==> src/rtl/uart_tx_sched.sv <==
`default_nettype none
// ============================================================================
// uart_tx_sched : buffers MMIO UART store bytes in a FIFO and issues them to
//                 the transmitter under valid/ready, flagging dropped writes.
// Revision     : 1.0
// ============================================================================
module uart_tx_sched #(
   parameter int DEPTH = 16,
   parameter int AW    = 4
) (
   input  logic          clk,
   input  logic          rst_n,
   input  logic          wr_en_i,
   input  logic [7:0]    wr_data_i,
   input  logic          tx_ready_i,
   output logic          tx_valid_o,
   output logic [7:0]    tx_data_o,
   output logic          full_o,
   output logic          empty_o,
   output logic [AW:0]   count_o,
   output logic          overflow_o,
   input  logic          ovf_clr_i
);

   localparam logic [AW:0] C_DEPTH = (AW+1)'(DEPTH);
   localparam logic [AW:0] C_ONE   = (AW+1)'(1);

   typedef enum logic [0:0] {
      S_IDLE = 1'b0,
      S_SEND = 1'b1
   } state_t;

   state_t        state_q, state_d;
   logic [7:0]    mem_q [DEPTH];
   logic [AW-1:0] rd_ptr_q, rd_ptr_d;
   logic [AW-1:0] wr_ptr_q, wr_ptr_d;
   logic [AW:0]   count_q, count_d;
   logic          tx_valid_q, tx_valid_d;
   logic [7:0]    tx_data_q, tx_data_d;
   logic          ovf_q, ovf_d;

   logic          w_empty;
   logic          w_full;
   logic          w_load;
   logic          w_wr_acc;
   logic          w_drop;

   assign w_empty = (count_q == '0);
   assign w_full  = (count_q == C_DEPTH);

   // Issue FSM: a load moves the FIFO head into tx_data; tx_ready only matters in SEND.
   always_comb begin
      state_d    = state_q;
      tx_valid_d = tx_valid_q;
      w_load     = 1'b0;
      if (state_q == S_IDLE) begin
         if (!w_empty) begin
            w_load     = 1'b1;
            tx_valid_d = 1'b1;
            state_d    = S_SEND;
         end
      end else begin
         if (tx_ready_i) begin
            if (!w_empty) begin
               w_load = 1'b1;
            end else begin
               tx_valid_d = 1'b0;
               state_d    = S_IDLE;
            end
         end
      end
   end

   // A full FIFO still accepts a write when a load frees the head slot this cycle.
   always_comb begin
      w_wr_acc  = wr_en_i & (!w_full | w_load);
      w_drop    = wr_en_i & !w_wr_acc;
      wr_ptr_d  = wr_ptr_q + AW'(w_wr_acc);
      rd_ptr_d  = rd_ptr_q + AW'(w_load);
      tx_data_d = w_load ? mem_q[rd_ptr_q] : tx_data_q;
      count_d   = count_q;
      case ({w_wr_acc, w_load})
         2'b10:   count_d = count_q + C_ONE;
         2'b01:   count_d = count_q - C_ONE;
         default: count_d = count_q;
      endcase
      // A drop in the same cycle as a clear leaves the flag set.
      if (w_drop) begin
         ovf_d = 1'b1;
      end else if (ovf_clr_i) begin
         ovf_d = 1'b0;
      end else begin
         ovf_d = ovf_q;
      end
   end

   always_ff @(posedge clk or negedge rst_n) begin
      if (!rst_n) begin
         state_q    <= S_IDLE;
         rd_ptr_q   <= '0;
         wr_ptr_q   <= '0;
         count_q    <= '0;
         tx_valid_q <= 1'b0;
         tx_data_q  <= 8'h00;
         ovf_q      <= 1'b0;
      end else begin
         state_q    <= state_d;
         rd_ptr_q   <= rd_ptr_d;
         wr_ptr_q   <= wr_ptr_d;
         count_q    <= count_d;
         tx_valid_q <= tx_valid_d;
         tx_data_q  <= tx_data_d;
         ovf_q      <= ovf_d;
      end
   end

   // Storage array carries no reset; occupancy is governed by count and pointers.
   always_ff @(posedge clk) begin
      if (w_wr_acc) begin
         mem_q[wr_ptr_q] <= wr_data_i;
      end
   end

   assign tx_valid_o = tx_valid_q;
   assign tx_data_o  = tx_data_q;
   assign full_o     = w_full;
   assign empty_o    = w_empty;
   assign count_o    = count_q;
   assign overflow_o = ovf_q;

endmodule
`default_nettype wire

==> config.mk <==
export PLATFORM = sky130hd
export DESIGN_NAME = uart_tx_sched
export DESIGN_NICKNAME = d
export VERILOG_FILES = /design/src/rtl/uart_tx_sched.sv
export SDC_FILE = /design/constraint.sdc
export NUM_CORES = 1
export LEC_CHECK = 0
export CORE_ASPECT_RATIO = 1.25
export CORE_MARGIN = 5
export CORE_UTILIZATION = 64
export CTS_CLUSTER_SIZE = 30
export DETAILED_ROUTE_END_ITERATION = 12
export PLACE_DENSITY = 0.85
export SLEW_MARGIN = 10
export SYNTH_ARGS = -nofsm -noshare
export SYNTH_HDL_FRONTEND = slang
export SYNTH_SLANG_ARGS = --single-unit
==> constraint.sdc <==
create_clock -name clk -period 4.53 [get_ports clk]
set_input_delay 0.906 -clock clk [delete_from_list [all_inputs] [get_ports clk]]
set_output_delay 0.906 -clock clk [all_outputs]
set_load 0.02 [all_outputs]
==> results.toml <==
[outcome]
status = "finished clean"

[sta]
clock.fmax_mhz = 290.5
timing.hold.ws_ns = 0.4704
finalSetupViolCount = 0
fin_ws_ns = 1.088
fin_crit_ns = 3.442
final-hold-violation-count = 0
setup_tns_ns = 0
skew_ns = 0.01167
maxSlewViolCount = 0
worst_pin_slew_ns = 1.131
relSlewSlack = 0.2435
rsz0062_at_grt = "no"
finalCritPeriodShare = 0.7598

[drt]
dr_total_vias = 3047
drtIter0Drc = 302
viasPerCell = 6.308
drc_errors = 0
ant_nets = 0
wire_per_inst_um = 25.25
dr.pass1.iters = 5
wl_um = 12200

[power]
p_per_area_mw_per_mm2 = 644.1
max-vdd-ir-drop_uv = 446.0
seqPwrFrac = 0.437
p_int_mw = 3.118
p_switching_mw = 1.383
pwr-share-clk = 0.278
p_sw_frac = 0.3072
p_total_mw = 4.501
pwr-share-comb = 0.285
leakage_nw = 2.328

[layout]
drive_above_1_share = 0.2278
regArea_sq_mm = 0.004446
n_fill_cell = 531
multi_input_area_sq_mm = 0.001506
antenna-diode-count = 0
synthToLayoutAreaGrowth_pct = 15.92
fin_nets = 368

[global_routing]
grtUsageMet1 = 0.2650
antenna_found_initial = 0
grt_overflow = 0
grt_usage = 0.2281
busiest_layer = "met2"
grt_pass1_wl_um = 18940
use_met3 = 0.06423
grt_util_met2 = 0.4072
grt_pass1_vias = 3235
grt_max_degree = 34

[worst_setup_path]
cpMaxStageDelayCell = "or4_1"
crit_chain = "or4_1 > nor2_1 > clkdlybuf4s50_1"
cp.required_ns = 3.62
crit_arrival_ns = 2.54
cp_top_family = "simple AND/OR/NAND/NOR gates"
path_buf_inv = 1
crit_path_end_kind = "primary output"
worst-path-max-fanout = 6
slowest_delay_ns = 0.73
critical_path_class = "reg -> out"
start_kind = "flop"

[place]
portBuffers = 29
pre_cts_ws_ns = 0.9927
hpwl_um = 7859
gp_congestion = 0.8238

[floorplanning]
io_pins = 30
die_area_sq_mm = 0.01147
die_y_um = 118.5
rows = 39
die_w_um = 96.81
start_util = 0.6571
fp.coreArea_sq_mm = 0.009174

[min_path]
hold_path.class = "reg -> reg"

[yosys]
synth.largest_area_cell = "edfxtp_1"
synthTopCellsByCount = "edfxtp_1, mux4_2, dfrtp_1"
synth-seq-area-share = 0.7372
synth_edf_count = 128
syn_inst = 309
yosysUniqueCellTypes = 38
synth_area_leaders = "edfxtp_1, mux4_2, dfrtp_1"
synth_seq_cells = 152
synth.top_cell.area_share = 0.6376
yosys_warnings = 0
synth_nets = 330
ys.flop_type = "edfxtp_1"
synth_area_sq_mm = 0.006028
syn_avg_cell_area_sq_um = 19.51
async_flop_share = 0.1579
synth_most_common_cell = "edfxtp_1"

[clock_tree]
cts.clk_slew.worst_paths_ns = 0.06
cts_resized = 0
clock_sinks = 152
hold_buffers = 0
post-cts-setup-buffer-count = 0
htreeDepth = 4
cts_inserted_buffers = 17
clk_path_buf_depth = 2
cts_tree = "done"
clock_latency_ns = 0.41
cts_root_buf = "clkbuf_16"

[flow_run]
max_cap_violations = 0
cell families after synthesis:
| logic type | after synthesis | share of synthesized area |
|---|---|---|
| mux | 46 | 0.1492 |
| xor+xnor | 7 | 0.01017 |
| simple gates | 41 | 0.03383 |
| fa+ha+maj | 8 | 0.01785 |
| flops | 152 | 0.7372 |
| compound gates | 36 | 0.03881 |
| buf+inv | 19 | 0.01287 |
worst paths after layout:
| path | from | endpoint | slack, ns | depth (start not counted) |
|---|---|---|---|---|
| worst max-delay path | count_o[0] | empty_o | 1.09 | 3 |
| worst min-delay path | state_q | tx_valid_o | 0.47 | 1 |
| worst max register to register | count_o[0] | count_o[4] | 1.45 | 8 |
| worst min register to register | state_q | tx_valid_o | 0.47 | 1 |
| max in group asynchronous | rst_n | rd_ptr_q[0] | 2.67 | 1 |
| min in group asynchronous | rst_n | tx_data_o[6] | 1.11 | 1 |
routing by layer:
layer / wire (um) / part of all wire / vias to the layer above
met5: 0 / 0 / -
met4: 94 / 0.0077 / 0
met3: 900 / 0.074 / 6
met2: 6998 / 0.57 / 142
met1: 4205 / 0.34 / 1560
li1: - / - / 1339
power by group through the flow:
stage	sequential, mW	combinational [mW]	clock [mW]
after floorplan	1.93	0.904	0
after global placement	1.98	1.24	0
after detailed placement	1.99	1.28	0
after CTS	1.97	1.30	1.27
after global routing	2.00	1.38	1.34
final	1.97	1.28	1.25
cells in the final DEF, fill, tap and decap left out, types with 7 or more instances in the layout:
cell type        synthesis  final
dfrtp_1                 24     23
nor3_1                   7      7
mux4_2                  32     32
nor2_1                  15     15
mux2_2                   8      8
clkbuf_16                0     17
ha_1                     7      7
o22ai_1                 16     16
a21oi_1                 11     11
edfxtp_1               128    128
clkdlybuf4s50_1          0     29
stage by stage:
step | instances | instance area, sq um | utilization
CTS | 483 | 6988 | 0.7617
finish | 483 | 6988 | 0.7617
floorplan | 309 | 6028 | -
detailed placement | 451 | 6452 | 0.7034
global route | 483 | 6988 | 0.7617
global placement | 451 | 6452 | 0.7034
state kept, by name, indices dropped and copies added (netlist names):
signal / flops
rd_ptr_q: 4
mem_q: 128
overflow_o: 1
tx_data_o: 8
wr_ptr_q: 4
state_q: 1
tx_valid_o: 1
count_o: 5
layout make-up:
cell class	count	share of cell area
clock buffers	22	0.06643
clock inverters	10	0.01021
inverters	3	0.001611
multi-input cells	138	0.2156
flip-flops and latches	152	0.6362
well taps	123	0.02202
repair buffers	35	0.04799
Note: power is estimated with default switching activity, not from simulation.
